$ cat src/rtl/cdb_pkg.sv
// Shared types and the wrapped round-robin scan for the CDB transmitter.
package cdb_pkg;

    localparam int TAG_W      = 6;
    localparam int DATA_W     = 32;
    localparam int ADDR_W     = 32;
    localparam int RR_MAX_SRC = 16;
    localparam int RR_IDX_W   = 4;

    typedef struct packed {
        logic              redirect;
        logic [TAG_W-1:0]  tag;
        logic [DATA_W-1:0] data;
        logic [ADDR_W-1:0] addr;
    } cdb_entry_t;

    // Returns {found, index}: first set bit scanning ptr, ptr+1, ... modulo n_src.
    function automatic logic [RR_IDX_W:0] rr_pick(
        input logic [RR_MAX_SRC-1:0] valid_vec,
        input logic [RR_IDX_W-1:0]   ptr,
        input int unsigned           n_src
    );
        logic [RR_IDX_W:0] res;
        int unsigned       idx;
        res = {(RR_IDX_W+1){1'b0}};
        for (int unsigned i = 0; i < RR_MAX_SRC; i++) begin
            idx = 32'(ptr) + i;
            if (idx >= n_src) begin
                idx = idx - n_src;
            end else begin
                idx = idx;
            end
            if (i < n_src && !res[RR_IDX_W] && valid_vec[idx[RR_IDX_W-1:0]]) begin
                res = {1'b1, idx[RR_IDX_W-1:0]};
            end else begin
                res = res;
            end
        end
        return res;
    endfunction

endpackage

$ cat src/rtl/cdb_src_fifo.sv
// Per-source result FIFO; flush and reset both empty it without touching storage.
module cdb_src_fifo #(
    parameter int WIDTH = 71,
    parameter int DEPTH = 2
) (
    input  logic             clk,
    input  logic             rst,
    input  logic             i_flush,
    input  logic             i_push,
    input  logic [WIDTH-1:0] i_data,
    input  logic             i_pop,
    output logic [WIDTH-1:0] o_data,
    output logic             o_empty,
    output logic             o_full
);
    localparam int PW = $clog2(DEPTH);
    localparam int CW = $clog2(DEPTH + 1);

    logic [WIDTH-1:0] mem_q [DEPTH];
    logic [PW-1:0]    wr_ptr_q, wr_ptr_d, rd_ptr_q, rd_ptr_d;
    logic [CW-1:0]    cnt_q, cnt_d;
    logic             do_push_s, do_pop_s;

    function automatic logic [PW-1:0] wrap_inc(input logic [PW-1:0] p);
        return (p == PW'(DEPTH - 1)) ? {PW{1'b0}} : p + PW'(1);
    endfunction

    assign o_empty   = (cnt_q == CW'(0));
    assign o_full    = (cnt_q == CW'(DEPTH));
    assign o_data    = mem_q[rd_ptr_q];
    assign do_push_s = i_push && !o_full;
    assign do_pop_s  = i_pop && !o_empty;

    // Next-state pointers and occupancy.
    always_comb begin
        wr_ptr_d = do_push_s ? wrap_inc(wr_ptr_q) : wr_ptr_q;
        rd_ptr_d = do_pop_s ? wrap_inc(rd_ptr_q) : rd_ptr_q;
        case ({do_push_s, do_pop_s})
            2'b10:   cnt_d = cnt_q + CW'(1);
            2'b01:   cnt_d = cnt_q - CW'(1);
            default: cnt_d = cnt_q;
        endcase
    end

    // Pointer and count registers.
    always_ff @(posedge clk) begin
        if (rst || i_flush) begin
            wr_ptr_q <= {PW{1'b0}};
            rd_ptr_q <= {PW{1'b0}};
            cnt_q    <= {CW{1'b0}};
        end else begin
            wr_ptr_q <= wr_ptr_d;
            rd_ptr_q <= rd_ptr_d;
            cnt_q    <= cnt_d;
        end
    end

    // Storage write; stale contents are harmless once the pointers are cleared.
    always_ff @(posedge clk) begin
        if (do_push_s) begin
            mem_q[wr_ptr_q] <= i_data;
        end
    end

endmodule

$ cat src/rtl/cdb_arbiter.sv
// CDB transmitter: per-source FIFOs, round-robin grant, one registered broadcast per cycle.
// Optional macro CDB_REDIRECT_PRIORITY_EN lets redirect heads win arbitration.
module cdb_arbiter
    import cdb_pkg::*;
#(
    parameter int N_SRC      = 4,
    parameter int DATA_WIDTH = 32,
    parameter int ADDR_WIDTH = 32,
    parameter int TAG_WIDTH  = 6,
    parameter int FIFO_DEPTH = 2
) (
    input  logic                        clk,
    input  logic                        rst,
    input  logic                        i_flush,
    input  logic [N_SRC-1:0]            i_fu_valid,
    input  logic [N_SRC-1:0]            i_fu_redirect,
    input  logic [N_SRC*TAG_WIDTH-1:0]  i_fu_tag,
    input  logic [N_SRC*DATA_WIDTH-1:0] i_fu_data,
    input  logic [N_SRC*ADDR_WIDTH-1:0] i_fu_addr,
    output logic [N_SRC-1:0]            o_fu_ready,
    output logic                        o_cdb_en,
    output logic                        o_cdb_redirect,
    output logic [TAG_WIDTH-1:0]        o_cdb_tag,
    output logic [DATA_WIDTH-1:0]       o_cdb_data,
    output logic [ADDR_WIDTH-1:0]       o_cdb_addr
);
    localparam int EW    = 1 + TAG_WIDTH + DATA_WIDTH + ADDR_WIDTH;
    localparam int PTR_W = $clog2(N_SRC);

    logic [N_SRC-1:0]    empty_s, full_s, push_s, pop_s, cand_s, pick_vec_s;
    logic [EW-1:0]       head_s [N_SRC];
    logic [EW-1:0]       grant_entry_s;
    logic [PTR_W-1:0]    rr_ptr_q, rr_ptr_d, grant_idx_s;
    logic [RR_IDX_W:0]   pick_s;
    logic                grant_s;

    genvar g;
    generate
        for (g = 0; g < N_SRC; g++) begin : g_src
            cdb_src_fifo #(
                .WIDTH (EW),
                .DEPTH (FIFO_DEPTH)
            ) u_fifo (
                .clk     (clk),
                .rst     (rst),
                .i_flush (i_flush),
                .i_push  (push_s[g]),
                .i_data  ({i_fu_redirect[g],
                           i_fu_tag[g*TAG_WIDTH +: TAG_WIDTH],
                           i_fu_data[g*DATA_WIDTH +: DATA_WIDTH],
                           i_fu_addr[g*ADDR_WIDTH +: ADDR_WIDTH]}),
                .i_pop   (pop_s[g]),
                .o_data  (head_s[g]),
                .o_empty (empty_s[g]),
                .o_full  (full_s[g])
            );
        end
    endgenerate

    // Ready comes straight from registered occupancy, so no input reaches it combinationally.
    assign o_fu_ready = ~full_s;
    assign push_s     = i_fu_valid & ~full_s;
    assign cand_s     = ~empty_s;

`ifdef CDB_REDIRECT_PRIORITY_EN
    logic [N_SRC-1:0] head_redir_s;
    logic [N_SRC-1:0] redir_cand_s;
    for (g = 0; g < N_SRC; g++) begin : g_redir
        assign head_redir_s[g] = head_s[g][EW-1];
    end
    assign redir_cand_s = cand_s & head_redir_s;
    assign pick_vec_s   = (|redir_cand_s) ? redir_cand_s : cand_s;
`else
    assign pick_vec_s = cand_s;
`endif

    assign pick_s        = rr_pick(RR_MAX_SRC'(pick_vec_s), RR_IDX_W'(rr_ptr_q), N_SRC);
    assign grant_s       = pick_s[RR_IDX_W];
    assign grant_idx_s   = PTR_W'(pick_s[RR_IDX_W-1:0]);
    assign grant_entry_s = head_s[grant_idx_s];

    // Pop the granted source and advance the pointer past it; a flush freezes both.
    always_comb begin
        pop_s = {N_SRC{1'b0}};
        if (grant_s && !i_flush) begin
            pop_s[grant_idx_s] = 1'b1;
            rr_ptr_d = (grant_idx_s == PTR_W'(N_SRC - 1)) ? {PTR_W{1'b0}} : grant_idx_s + PTR_W'(1);
        end else begin
            rr_ptr_d = rr_ptr_q;
        end
    end

    // Broadcast register; payload holds its last value on idle cycles.
    always_ff @(posedge clk) begin
        if (rst) begin
            rr_ptr_q       <= {PTR_W{1'b0}};
            o_cdb_en       <= 1'b0;
            o_cdb_redirect <= 1'b0;
            o_cdb_tag      <= {TAG_WIDTH{1'b0}};
            o_cdb_data     <= {DATA_WIDTH{1'b0}};
            o_cdb_addr     <= {ADDR_WIDTH{1'b0}};
        end else begin
            rr_ptr_q <= rr_ptr_d;
            if (i_flush) begin
                o_cdb_en <= 1'b0;
            end else if (grant_s) begin
                o_cdb_en <= 1'b1;
                {o_cdb_redirect, o_cdb_tag, o_cdb_data, o_cdb_addr} <= grant_entry_s;
            end else begin
                o_cdb_en <= 1'b0;
            end
        end
    end

endmodule

$ cat config.mk
export PLATFORM = sky130hd
export DESIGN_NAME = cdb_arbiter
export DESIGN_NICKNAME = d
export VERILOG_FILES = /design/src/rtl/cdb_pkg.sv /design/src/rtl/cdb_src_fifo.sv /design/src/rtl/cdb_arbiter.sv
export SDC_FILE = /design/constraint.sdc
export NUM_CORES = 1
export LEC_CHECK = 0
export ABC_AREA = 1
export CAP_MARGIN = 10
export CORE_MARGIN = 10
export CORE_UTILIZATION = 45
export DETAILED_ROUTE_END_ITERATION = 6
export PLACE_DENSITY_LB_ADDON = 0.1
export SKIP_LAST_GASP = 1
export SLEW_MARGIN = 20
export SYNTH_ARGS = -nofsm -noshare
export SYNTH_HDL_FRONTEND = slang
export SYNTH_SLANG_ARGS = --single-unit
$ cat constraint.sdc
create_clock -name clk -period 4.7 [get_ports clk]
set_input_delay 0.94 -clock clk [delete_from_list [all_inputs] [get_ports clk]]
set_output_delay 0.94 -clock clk [all_outputs]
set_load 0.02 [all_outputs]
# Word level (Yosys, flattened, before mapping)
# Memories as Yosys holds them, arrays and structs flattened. A register that Yosys moved wholly into a read port is not among the register bits.
# Cells that the tools add are included.
totals:
  ramBits: 568
  mem_count: 4
  reg_bits: 90
op_classes:
  reduce_logical: 36
  muxes: 52
  n_eq_ne: 13
  add_sub_neg: 24
  n_lt_le_gt_ge: 11
  n_bitwise: 5
mem_list:
  columns: ["memory", "depth", "word_bits", "read_ports", "rd_ports_with_merged_regs", "wr", "line", "rtl"]
  rows:
  - ["g_src[0].u_fifo.mem_q", 2, 71, 1, 1, 1, "cdb_src_fifo.sv:19", "logic [WIDTH-1:0] mem_q [DEPTH];"]
  - ["g_src[1].u_fifo.mem_q", 2, 71, 1, 1, 1, "cdb_src_fifo.sv:19", null]
  - ["g_src[2].u_fifo.mem_q", 2, 71, 1, 1, 1, "cdb_src_fifo.sv:19", null]
  - ["g_src[3].u_fifo.mem_q", 2, 71, 1, 1, 1, "cdb_src_fifo.sv:19", null]
op_table:
  columns: ["op", "count"]
  rows:
  - ["$bmux W71 S2", 1]
  - ["$mux W71", 2]
  - ["$mux W1", 30]
  - ["$lt A4 B5 Y1 const B", 4]
  - ["$mux W4", 5]
  - ["$mux W5", 4]
  - ["$eq A2 B2 Y1 const B", 9]
  - ["$bmux W1 S4", 4]
  - ["$pmux W2 S2", 4]
  - ["$logic_and A1 B1 Y1", 13]
  - ["$ge A3 B3 Y1 const B", 4]
  - ["$logic_not A1 Y1", 12]
  - ["$sub A3 B3 Y4 const B", 3]
  - ["$add A2 B1 Y2 const B", 5]
  - ["$add A1 B1 Y1 const B", 8]
  - ["$eq A2 B1 Y1 const B", 4]
  - ["$logic_not A2 Y1", 4]
  - ["$not A4 Y4", 2]
  - ["$reduce_bool A2 Y1", 4]
  - ["$sub A2 B1 Y2 const B", 4]
  - ["$add A2 B2 Y3 const B", 2]
  - ["$and A4 B4 Y4", 1]
  - ["$sub A2 B3 Y4 const B", 1]
  - ["$add A2 B1 Y3 const B", 1]
  - ["other kinds (10)", 10]

# Depth between registers and ports, before layout
# Gate-level depths: netlist of the first run.
logic_depth:
  depth_word: 22
  depth_mapped: 22
  ltp_nobuf: 21

# Hierarchy
# From an unflattened synthesis of the first run, not the netlist that was laid out.
unflattened:
  cells_unflattened: 2302
  hier_area_um2: 29633.4
by_module_without_submodules:
  columns: ["module", "cells_per_inst", "n_inst", "area_each_um2", "seq_area_each_um2"]
  rows:
  - ["cdb_src_fifo", 261, 4, 5729.2, 4364.2]
  - ["cdb_arbiter", 1258, 1, 6716.4, 1481.4]

# Worst setup path after synthesis of the first run
# OpenSTA, ideal clock, no wires.
synth_timing:
  kind: "in2reg"
  startpoint: "input i_fu_valid[1]"
  endpoint: "memory g_src[1].u_fifo.mem_q[1][0] (enable)"
  t_arrival_ps: 4028
  setup_time_ps: 502
  slack_ps: 170
  required_ps: 4198
  path_buffers: 0
  path_stages: 2
  path_cell_list: "nand2_1 nor2_1"
synth_between:
  elab_chain_cells: 4
synth_rtl:
  columns: ["item", "line", "rtl"]
  rows:
  - ["from (decl)", "cdb_arbiter.sv:15", "input logic [N_SRC-1:0] i_fu_valid,"]
  - ["$and A4 B4 Y4", "cdb_arbiter.sv:62", "assign push_s = i_fu_valid & ~full_s;"]
  - ["$logic_and A1 B1 Y1", "cdb_src_fifo.sv:31", "assign do_push_s = i_push && !o_full;"]
  - ["$mux W1", "cdb_src_fifo.sv:60", "if (do_push_s) begin"]
  - ["$mux W1 (not written as such)", "cdb_src_fifo.sv:61", "mem_q[wr_ptr_q] <= i_data;"]
  - ["to (decl)", "cdb_src_fifo.sv:19", null]
# Every way passes these cells.

# Worst setup path in the final report of the first run
layout_timing:
  startpoint: "register rr_ptr_q[0]"
  endpoint: "register g_src[3].u_fifo.cnt_q[1]"
layout_between:
  elab_chain_cells: 22
  elab_cells_between_ends: 45
  classes_between: "add/sub (7); order compare (6); eq/ne (2); mux (20); reduce/logical (10)"
layout_rtl:
  columns: ["item", "line", "rtl"]
  rows:
  - ["from (decl)", "cdb_arbiter.sv:33", "logic [PTR_W-1:0] rr_ptr_q, rr_ptr_d, grant_idx_s;"]
  - ["from (signal assigned)", "cdb_arbiter.sv:96", "rr_ptr_q <= {PTR_W{1'b0}};"]
  - ["from (signal assigned)", "cdb_arbiter.sv:103", "rr_ptr_q <= rr_ptr_d;"]
  - ["branches (longest 13 deep; another with $sub A3 B3 Y4)", null, null]
  - ["$mux W5 *", "cdb_pkg.sv:33", "if (i < n_src && !res[RR_IDX_W] && valid_vec[idx[RR_IDX_W-1:0]]) begin"]
  - ["$lt A2 B3 Y1 (not written as such) / $ge A2 B1 Y1 (equally long branches)", "cdb_arbiter.sv:86", "pop_s[grant_idx_s] = 1'b1;"]
  - ["$logic_and A1 B1 Y1 (not written as such)", "cdb_arbiter.sv:86", null]
  - ["$mux W1 (not written as such)", "cdb_arbiter.sv:86", null]
  - ["$demux W1 S2", "cdb_arbiter.sv:86", null]
  - ["$mux W4 *", "cdb_arbiter.sv:85", "if (grant_s && !i_flush) begin"]
  - ["$logic_and A1 B1 Y1 *", "cdb_src_fifo.sv:32", "assign do_pop_s = i_pop && !o_empty;"]
  - ["net g_src[3].u_fifo.do_pop_s", "cdb_src_fifo.sv:22", "logic do_push_s, do_pop_s;"]
  - ["$eq A2 B1 Y1 / $eq A2 B2 Y1 (equally long branches)", "cdb_src_fifo.sv:38", "case ({do_push_s, do_pop_s})"]
  - ["$pmux W2 S2 / $reduce_bool A2 Y1 (equally long branches)", null, null]
  - ["to (signal assigned)", "cdb_src_fifo.sv:50", "cnt_q <= {CW{1'b0}};"]
  - ["to (signal assigned)", "cdb_src_fifo.sv:54", "cnt_q <= cnt_d;"]
  - ["to (decl)", "cdb_src_fifo.sv:21", "logic [CW-1:0] cnt_q, cnt_d;"]
# Mark *: on every way through the listed nets, which the timed path passes. The select of a mux whose other input is x is not followed.
# A chain may end at the register's enable or synchronous reset.

==> run_results.csv, run 1 <==
group,metric,value,unit
cts,cts-buffers-inserted,70,
synthesis,synth_warnings,0,
drt,wl,75600,um
placed_design,port-buffer-count,366,
placed_design,hpwl,47400,um
setup_path,worst_path_max_delay_cell,"dfxtp_1",
setup_path,criticalPathCategory,"register to register",
setup_path,worstPathCellList,"inv_2 > ha_1 > inv_1 > nand3_1 > nand2_1 > nor2_4 > nand2_1 > nand2_2 > nand2_8 > nand2_8 > inv_1 > ha_1 > inv_1 > nor2_1 > nand2_1 > inv_1 > ha_1 > nor2_1 > a21oi_1 > nor3_1",
global_routing,grtUsageTotal,21.3,%
setup_path,cp-start-kind,"register",
power_and_ir_drop,switching_share,39.8,%
floorplanning,coreArea,58000,sq um
power_and_ir_drop,clkPwrFrac,24.7,%
synthesis,netlist_instances,2007,
hold_path,hold_path.class,"register to register",
power_and_ir_drop,leakage,0.0117,uW
drt,wire_per_inst,23.7,um
cts,clk_path_buf_depth,3,
setup_path,r2r-start,"rr_ptr_q[0]",
synthesis,synth.distinct_cells,25,
finish,nFillCells,4663,
finish,area_delta_synth_final,25.2,%
floorplanning,die_h,263,um
synthesis,synth_area,26500,sq um
synthesis,synth_top_cell_area_share,64.3,%
setup_path,slowest_delay,0.46,ns
synthesis,synth_edf_count,568,
hold_path,hp-start,"g_src[0].u_fifo.rd_ptr_q",
global_routing,grt_max_degree,143,
timing,finalSetupViolCount,0,
synthesis,ys_seq_area_share,71.4,%
setup_path,worstPathArrival,4.32,ns
floorplanning,fp.dieArea,69100,sq um
global_routing,antenna_found_initial,19,
power_and_ir_drop,max-vdd-ir-drop,1230,uV
cts,htreeDepth,3,
synthesis,yosys-top-cells-area,"edfxtp_1 64%, mux2i_1 11%, dfxtp_1 7.1%",
cts,worstSkewPairLatency,0.60,ns
timing,tightest_slew,1.10,ns
drt,num_vias,16906,
run,maxCapViolCount,0,
drt,postRouteAntennaNets,0,
synthesis,synthArstFlopShare,0,%
cts,postCtsSetupBuffers,0,
timing,hold_viol_final,0,
synthesis,synth_nets,2308,
setup_path,crit_start,"rr_ptr_q[0]",
drt,drtPass1Iterations,5,
timing,tns,0,ns
run_status,status,"completed",
synthesis,postSynthAreaPerCell,13.2,sq um
placed_design,place_congestion,0.811,
synthesis,ys_seq_elements,662,
floorplanning,ios,367,
cts,root_buffer,"clkbuf_16",
timing,fin_crit_sh,80.9,%
power_and_ir_drop,p_seq_share,34.4,%
placed_design,placed_cell_area,31000,sq um
setup_path,worstPathRequired,5.21,ns
cts,postCtsHoldBufs,0,
timing,rsz0062_at_grt,"false",
power_and_ir_drop,comb_power_share,40.9,%
synthesis,synth_most_common_cell,"edfxtp_1",
global_routing,gr-total-overflow,0,
setup_path,path_common_cell,"inv_1",
floorplanning,num_rows,88,
finish,design_area,33200,sq um
cts,clkTransAtPathRegs,0.06,ns
synthesis,synth_top_flop_cell,"edfxtp_1",
cts,clkSinkCount,662,
finish,finalNetCount,2659,
power_and_ir_drop,p_per_area,640,nW/um^2
timing,fmax,0.263,GHz
timing,finalCriticalPeriod,3.80,ns
global_routing,grt_pass1_vias,17333,
floorplanning,initial_core_util,45.7,%
timing,relSlewSlack,26.4,%
drt,drt_iter0_drc,1249,
timing,slew_violations,0,
power_and_ir_drop,intPower,12800,uW
floorplanning,fp.dieW,263,um
synthesis,synthTopCellsByCount,"568 x edfxtp_1, 364 x nand3_1, 284 x mux2i_1",
setup_path,critPathMaxFanout,57,
cts,cts_resized,0,
synthesis,synth_area_leader_cell,"edfxtp_1",
global_routing,grt_pass1_wl,111000,um
drt,drcViolationCount,0,
timing,skew,0.0114,ns
finish,drive_above_1_share,6.01,%
drt,via_per_inst,5.31,
cts,cts_tree,"built",
power_and_ir_drop,p_sw,8460,uW
setup_path,end_kind,"register",
metrics by stage:
stage          total power (uW)  std cells  worst slack, ns  hold WS, ns  util [%]
2_1_floorplan             13000       2007            0.170        0.448         -
3_3_place_gp              16000       3050             1.00        0.446      53.4
3_5_place_dp              16200       3051            0.895        0.455      53.5
4_1_cts                   21500       3176            0.892        0.462      57.2
5_1_grt                   22500       3181            0.497        0.499      57.2
6_report                  21300       3183            0.897        0.465      57.2
metal layers:
metal	global-route usage (%)	routed length (um)	vias to the layer above
met5	0	170	-
met4	6.34	1800	26
met1	26.7	31400	8271
li1	-	-	7912
met2	35.6	37000	556
met3	5.42	5190	141
cells by family after synthesis:
| logic type | after synthesis | synth area share [%] |
|---|---|---|
| and+or+nand+nor | 792 | 13.2 |
| DFF | 662 | 71.4 |
| muxes | 284 | 10.7 |
| buffers and inverters | 218 | 3.49 |
| AOI/OAI and AO/OA | 41 | 0.783 |
| adders and majority gates | 10 | 0.472 |
cells in the final DEF (no fill, tap or decap), types with 4 or more instances in the layout:
master | Yosys | layout
clkbuf_8 | 0 | 8
diode_2 | 0 | 7
clkbuf_16 | 0 | 73
edfxtp_1 | 568 | 568
nor2_4 | 1 | 9
nand2_1 | 249 | 249
a21oi_1 | 24 | 23
buf_4 | 1 | 22
buf_12 | 0 | 7
clkinv_2 | 0 | 6
dfxtp_4 | 0 | 4
dfxtp_1 | 94 | 90
mux2i_1 | 284 | 284
nor2_1 | 162 | 154
clkinv_1 | 0 | 4
ha_1 | 10 | 10
nand3_1 | 364 | 364
clkdlybuf4s50_1 | 0 | 365
o21ai_0 | 16 | 16
clkbuf_1 | 53 | 33
nor3_1 | 6 | 6
inv_1 | 96 | 96
inv_2 | 6 | 5
registers in the layout, indices dropped and copies added (netlist names), named ones only:
register               flops
o_cdb_en                   1
o_cdb_data                32
g_src.u_fifo.mem_q       568
g_src.u_fifo.wr_ptr_q      4
g_src.u_fifo.rd_ptr_q      4
o_cdb_tag                  6
g_src.u_fifo.cnt_q         8
o_cdb_redirect             1
rr_ptr_q                   2
o_cdb_addr                32
power by group through the flow:
stage	sequential [uW]	combinational (uW)	clock, uW
floorplan	7720	5330	0
CTS	7320	8780	5370
global route	7370	9540	5600
global placement	7420	8620	0
detailed placement	7440	8740	0
finish	7310	8710	5250
worst max-delay path, delay by kind of cell (launching register included):
kind                     cells  cell delay (ns)
AND/OR/NAND/NOR             11             1.75
adder cells (fa/ha/maj)      3             0.93
buffers and inverters        5             0.47
flip-flops                   1             0.46
AO/OA/AOI/OAI                1             0.09
path summary, 6_finish.rpt:
check                             end  slack, ns  cells past startpoint
max          g_src[3].u_fifo.cnt_q[1]       0.90                     20
min                          register       0.47                      2
max reg2reg  g_src[3].u_fifo.cnt_q[1]       0.90                     20
min reg2reg                  register       0.47                      2
cell type report:
| type | count | area (sq um) | area share [%] |
|---|---|---|---|
| antenna | 7 | 17.5 | 0.0527 |
| clock buffer | 114 | 2060 | 6.20 |
| clock inverter | 11 | 100 | 0.301 |
| inverter | 102 | 384 | 1.16 |
| multi-input combinational | 1127 | 6760 | 20.3 |
| sequential | 662 | 19000 | 57.1 |
| tap | 765 | 957 | 2.88 |
| timing repair buffer | 395 | 3990 | 12.0 |
Power figures use the tool's default switching activity.
==> inputs of run 2 (changes only) <==
- clock period: 4.7 -> 3.6 ns (I/O delays scaled with it)
==> run_results.csv, run 2 (synthesis gave the netlist of run 1 again) <==
group,metric,value,unit
drt,num_vias,17239,
global_routing,antenna_found_initial,8,
cts,postCtsSetupBuffers,0,
timing,fmax,0.299,GHz
global_routing,gr-total-overflow,0,
finish,final_common_cell,"edfxtp_1",
finish,mostFrequentLayoutCells,"568 x edfxtp_1, 365 x clkdlybuf4s50_1, 362 x nand3_1, 284 x mux2i_1, 249 x nand2_1",
drt,wl,76100,um
drt,drt_iter0_drc,1441,
setup_path,r2r-start,"rr_ptr_q[0]",
drt,drcViolationCount,0,
timing,tns,0,ns
cts,clkSinkCount,662,
floorplanning,die_h,263,um
timing,rsz0062_at_grt,"false",
placed_design,port-buffer-count,366,
run,maxCapViolCount,0,
cts,cts_tree,"built",
setup_path,r2r_setup_slack,0.25,ns
global_routing,grt_pass1_wl,112000,um
timing,slew_violations,0,
placed_design,hpwl,48200,um
finish,reg.largest.list,"g_src.u_fifo.mem_q: 568 flops, o_cdb_addr: 32 flops, o_cdb_data: 32 flops",
floorplanning,coreArea,58000,sq um
finish,top_register,"g_src.u_fifo.mem_q",
timing,tightest_slew,0.997,ns
setup_path,cp-start-kind,"register",
finish,finalNetCount,2668,
timing,skew,0.0262,ns
setup_path,worstPathRequired,4.07,ns
setup_path,criticalPathCategory,"register to register",
floorplanning,num_rows,88,
finish,area_delta_synth_final,25.7,%
floorplanning,fp.dieW,263,um
finish,nFillCells,4671,
global_routing,grt_pass1_vias,17365,
cts,htreeDepth,3,
cts,cts-buffers-inserted,70,
drt,drtPass1Iterations,5,
hold_path,hp-start,"g_src[3].u_fifo.rd_ptr_q",
timing,hold_viol_final,0,
global_routing,grt_max_degree,143,
run_status,status,"completed",
setup_path,r2r_end,"g_src[2].u_fifo.cnt_q[1]",
hold_path,hold-path-cell-count,2,
timing,finalSetupViolCount,0,
cts,worstSkewPairLatency,0.60,ns
power_and_ir_drop,power.total,28000,uW
floorplanning,ios,367,
timing,relSlewSlack,33.5,%
drt,postRouteAntennaNets,0,
finish,largest_reg_flops,568,
floorplanning,fp.dieArea,69100,sq um
drt,via_per_inst,5.40,
setup_path,end_kind,"register",
placed_design,place_congestion,0.843,
setup_path,worstPathArrival,3.82,ns
setup_path,critPathMaxFanout,11,
cts,root_buffer,"clkbuf_16",
power_and_ir_drop,leakage,0.0117,uW
cts,clk_path_buf_depth,3,
hold_path,hold_path.class,"register to register",
setup_path,reg2reg_depth,18,
global_routing,grtUsageTotal,21.3,%
floorplanning,initial_core_util,45.7,%
timing,finalCriticalPeriod,3.35,ns
cts,clkTransAtPathRegs,0.06,ns
drt,wire_per_inst,23.8,um
finish,drive_above_1_share,6.68,%
power_and_ir_drop,p_per_area,840,nW/um^2
power_and_ir_drop,max-vdd-ir-drop,1820,uV
timing,fin_crit_sh,92.9,%
[run 2: changes by cell type in the layout (fill, tap and decap cells not counted), sizes merged, moves of 2 or more]
cell	delta
bufinv	-2
clkbuf	-6
diode	-4
buf	+8
clkinv	+9
inv	+2
[run 2: final cells by class]
class | instances | area (sq um) | area share [%]
clock inverter | 21 | 115 | 0.345
multi-input combinational | 1128 | 6800 | 20.4
antenna | 3 | 7.51 | 0.0225
tap | 765 | 957 | 2.87
inverter | 102 | 384 | 1.15
sequential | 662 | 19000 | 56.9
clock buffer | 108 | 2050 | 6.15
timing repair buffer | 403 | 4080 | 12.2
[run 2: timing repair]
item	4_1_cts	5_1_grt
hold buffers	0	0
gates resized for setup	0	5
endpoints found under the setup margin	0	2
[run 2: worst max-delay path, stage by stage, from the launching register on]
cell,delay [ns]
dfxtp_2,0.39
inv_2,0.11
ha_1,0.41
inv_1,0.14
nand3_1,0.09
nand2_1,0.14
nor2_4,0.09
nand2_1,0.08
nand3_2,0.20
nand2_8,0.22
clkinv_2,0.12
ha_1,0.19
nand3_1,0.13
inv_1,0.06
ha_1,0.33
a21oi_1,0.13
o21ai_0,0.14
o21ai_0,0.17
a21oi_1,0.06
[run 2: report_power, final]
part	internal, uW	switching, uW	leakage (uW)	total (uW)
logic	3640	8020	0.00456	11700
clock network	3930	2870	0.00106	6800
registers	9130	424	0.00611	9550
total	16700	11300	0.0117	28000
[run 2: per-stage QoR]
stage | hold WS (ns) | utilization, % | worst slack [ns] | instance area [sq um] | cells
6_report | 0.478 | 57.5 | 0.254 | 33300 | 3192
5_1_grt | 0.506 | 57.5 | 0.0473 | 33300 | 3191
4_1_cts | 0.478 | 57.4 | 0.206 | 33300 | 3188
3_5_place_dp | 0.468 | 53.6 | 0.281 | 31100 | 3059
3_3_place_gp | 0.459 | 53.6 | 0.402 | 31100 | 3059
2_1_floorplan | 0.448 | - | 0.478 | 26500 | 2007
[run 2: how the worst max path moves through the flow]
stage	end	from	cells after the start
global placement	g_src[2].u_fifo.cnt_q[1]	rr_ptr_q[0]	17
detailed placement	g_src[2].u_fifo.cnt_q[1]	rr_ptr_q[0]	17
global route	g_src[2].u_fifo.cnt_q[1]	rr_ptr_q[0]	18
CTS	g_src[2].u_fifo.cnt_q[1]	rr_ptr_q[0]	17
floorplan	g_src[1].u_fifo.mem_q[1][0]	i_fu_valid[1]	2
finish	g_src[2].u_fifo.cnt_q[1]	rr_ptr_q[0]	18
[run 2: metal layers]
layer  part of all wire, %  up-vias  wire length [um]  GRT usage [%]
li1                      -     7925                 -              -
met1                    41     8584             31500           27.7
met2                    49      624             37500           35.7
met3                   7.5       94              5680           4.51
met4                   1.7       12              1320           5.61
met5                 0.079        -                60              0
==> inputs of run 3 (changes only) <==
- PLACE_DENSITY_LB_ADDON: 0.1 -> 0.3
==> run_results.csv, run 3 (synthesis gave the netlist of run 1 again) <==
group,metric,value,unit
run_status,status,"finished with violations",
run_status,violations,"design-rule violations",
finish,final_common_cell,"edfxtp_1",
drt,wire_per_inst,23.5,um
setup_path,criticalPathCategory,"register to register",
cts,cts_tree,"built",
timing,skew,0.0227,ns
finish,area_delta_synth_final,26.3,%
global_routing,grt_max_degree,144,
timing,tightest_slew,1.17,ns
cts,postCtsSetupBuffers,0,
timing,fin_crit_sh,90.2,%
global_routing,antenna_found_initial,14,
floorplanning,ios,367,
finish,nFillCells,4542,
timing,finalCriticalPeriod,3.25,ns
drt,wl,75100,um
cts,clkTransAtPathRegs,0.06,ns
finish,largest_reg_flops,568,
drt,drcViolationCount,10,
global_routing,grt_pass1_wl,111000,um
finish,design_area,33500,sq um
floorplanning,coreArea,58000,sq um
cts,clkSinkCount,662,
drt,wl_met2,37100,um
timing,slew_violations,0,
cts,clk_path_buf_depth,3,
floorplanning,die_h,263,um
setup_path,worstPathRequired,4.07,ns
global_routing,gr-total-overflow,0,
setup_path,critPathMaxFanout,8,
global_routing,grt_pass1_vias,17329,
drt,drt_iter0_drc,1343,
timing,tns,0,ns
finish,reg.largest.list,"g_src.u_fifo.mem_q: 568 flops, o_cdb_addr: 32 flops, o_cdb_data: 32 flops",
floorplanning,num_rows,88,
power_and_ir_drop,p_per_area,848,nW/um^2
floorplanning,fp.dieArea,69100,sq um
placed_design,place_ws,0.447,ns
timing,setup_slack,0.354,ns
drt,dr_wl_met3,5500,um
timing,rsz0062_at_grt,"false",
setup_path,cp-start-kind,"register",
power_and_ir_drop,power.total,28400,uW
floorplanning,initial_core_util,45.7,%
global_routing,grtUsageTotal,21.0,%
cts,cts_resized,0,
timing,fmax,0.308,GHz
cts,worstSkewPairLatency,0.60,ns
setup_path,end_kind,"register",
floorplanning,fp.dieW,263,um
timing,hold_viol_final,0,
drt,postRouteAntennaNets,0,
power_and_ir_drop,leakage,0.0118,uW
finish,top_register,"g_src.u_fifo.mem_q",
cts,postCtsHoldBufs,0,
timing,relSlewSlack,22.2,%
drt,via_per_inst,5.42,
placed_design,port-buffer-count,366,
finish,mostFrequentLayoutCells,"568 x edfxtp_1, 365 x clkdlybuf4s50_1, 364 x nand3_1, 284 x mux2i_1, 249 x nand2_1",
drt,wl_met1,30800,um
cts,root_buffer,"clkbuf_16",
drt,num_vias,17303,
placed_design,placed_cell_area,31100,sq um
power_and_ir_drop,max-vdd-ir-drop,1550,uV
drt,drtPass1Iterations,7,
placed_design,place_congestion,0.913,
cts,cts-buffers-inserted,69,
hold_path,hold_path.class,"register to register",
finish,finalNetCount,2665,
setup_path,worstPathArrival,3.72,ns
placed_design,hpwl,47600,um
timing,finalSetupViolCount,0,
drt,top_layer_used,"met5",
finish,drive_above_1_share,6.71,%
cts,htreeDepth,3,
run,maxCapViolCount,0,
## run 3: final timing paths
kind | startpoint | to | slack (ns) | cells after the start
worst max-delay path | rr_ptr_q[0] | g_src[2].u_fifo.cnt_q[1] | 0.35 | 17
worst min-delay path | g_src[2].u_fifo.rd_ptr_q | register | 0.47 | 2
worst max register to register | rr_ptr_q[0] | g_src[2].u_fifo.cnt_q[1] | 0.35 | 17
worst min register to register | g_src[2].u_fifo.rd_ptr_q | register | 0.47 | 2
## run 3: layout make-up
class	count	area [sq um]	area share, %
tap	765	957	2.86
clock inverter	27	382	1.14
multi-input combinational	1127	6760	20.2
timing repair buffer	402	4080	12.2
antenna	12	30.0	0.0896
clock buffer	96	1950	5.82
inverter	102	384	1.15
sequential	662	19000	56.6
## run 3: power by group
part | switching (uW) | leakage (uW) | internal [uW]
combinational | 7950 | 0.00455 | 3590
clock | 2840 | 0.00114 | 4490
sequential | 430 | 0.00611 | 9120
## run 3: worst max-delay path, stage by stage, from the launching register on
cell and delay, ns:
dfxtp_1 0.48, inv_2 0.15, ha_1 0.39, inv_1 0.09
nand3_1 0.10, nand2_1 0.11, nor2_4 0.18, nand3_1 0.14
nand2_4 0.14, clkinv_2 0.09, ha_1 0.18, nand3_1 0.14
inv_1 0.06, ha_1 0.33, a21oi_1 0.14, o21ai_0 0.15
o21ai_0 0.18, a21oi_1 0.05
## run 3: layer usage
| layer | vias up | GRT usage, % |
|---|---|---|
| li1 | 7928 | - |
| met1 | 8556 | 27.2 |
| met2 | 695 | 34.7 |
| met3 | 118 | 4.08 |
| met4 | 6 | 7.54 |
| met5 | - | 0 |
## run 3: through the flow
| step | std cells | util, % | hold WS, ns |
|---|---|---|---|
| after floorplan | 2007 | - | 0.448 |
| after global placement | 3058 | 53.7 | 0.445 |
| after detailed placement | 3058 | 53.7 | 0.457 |
| after CTS | 3181 | 57.7 | 0.465 |
| after global routing | 3190 | 57.7 | 0.492 |
| final | 3193 | 57.7 | 0.465 |
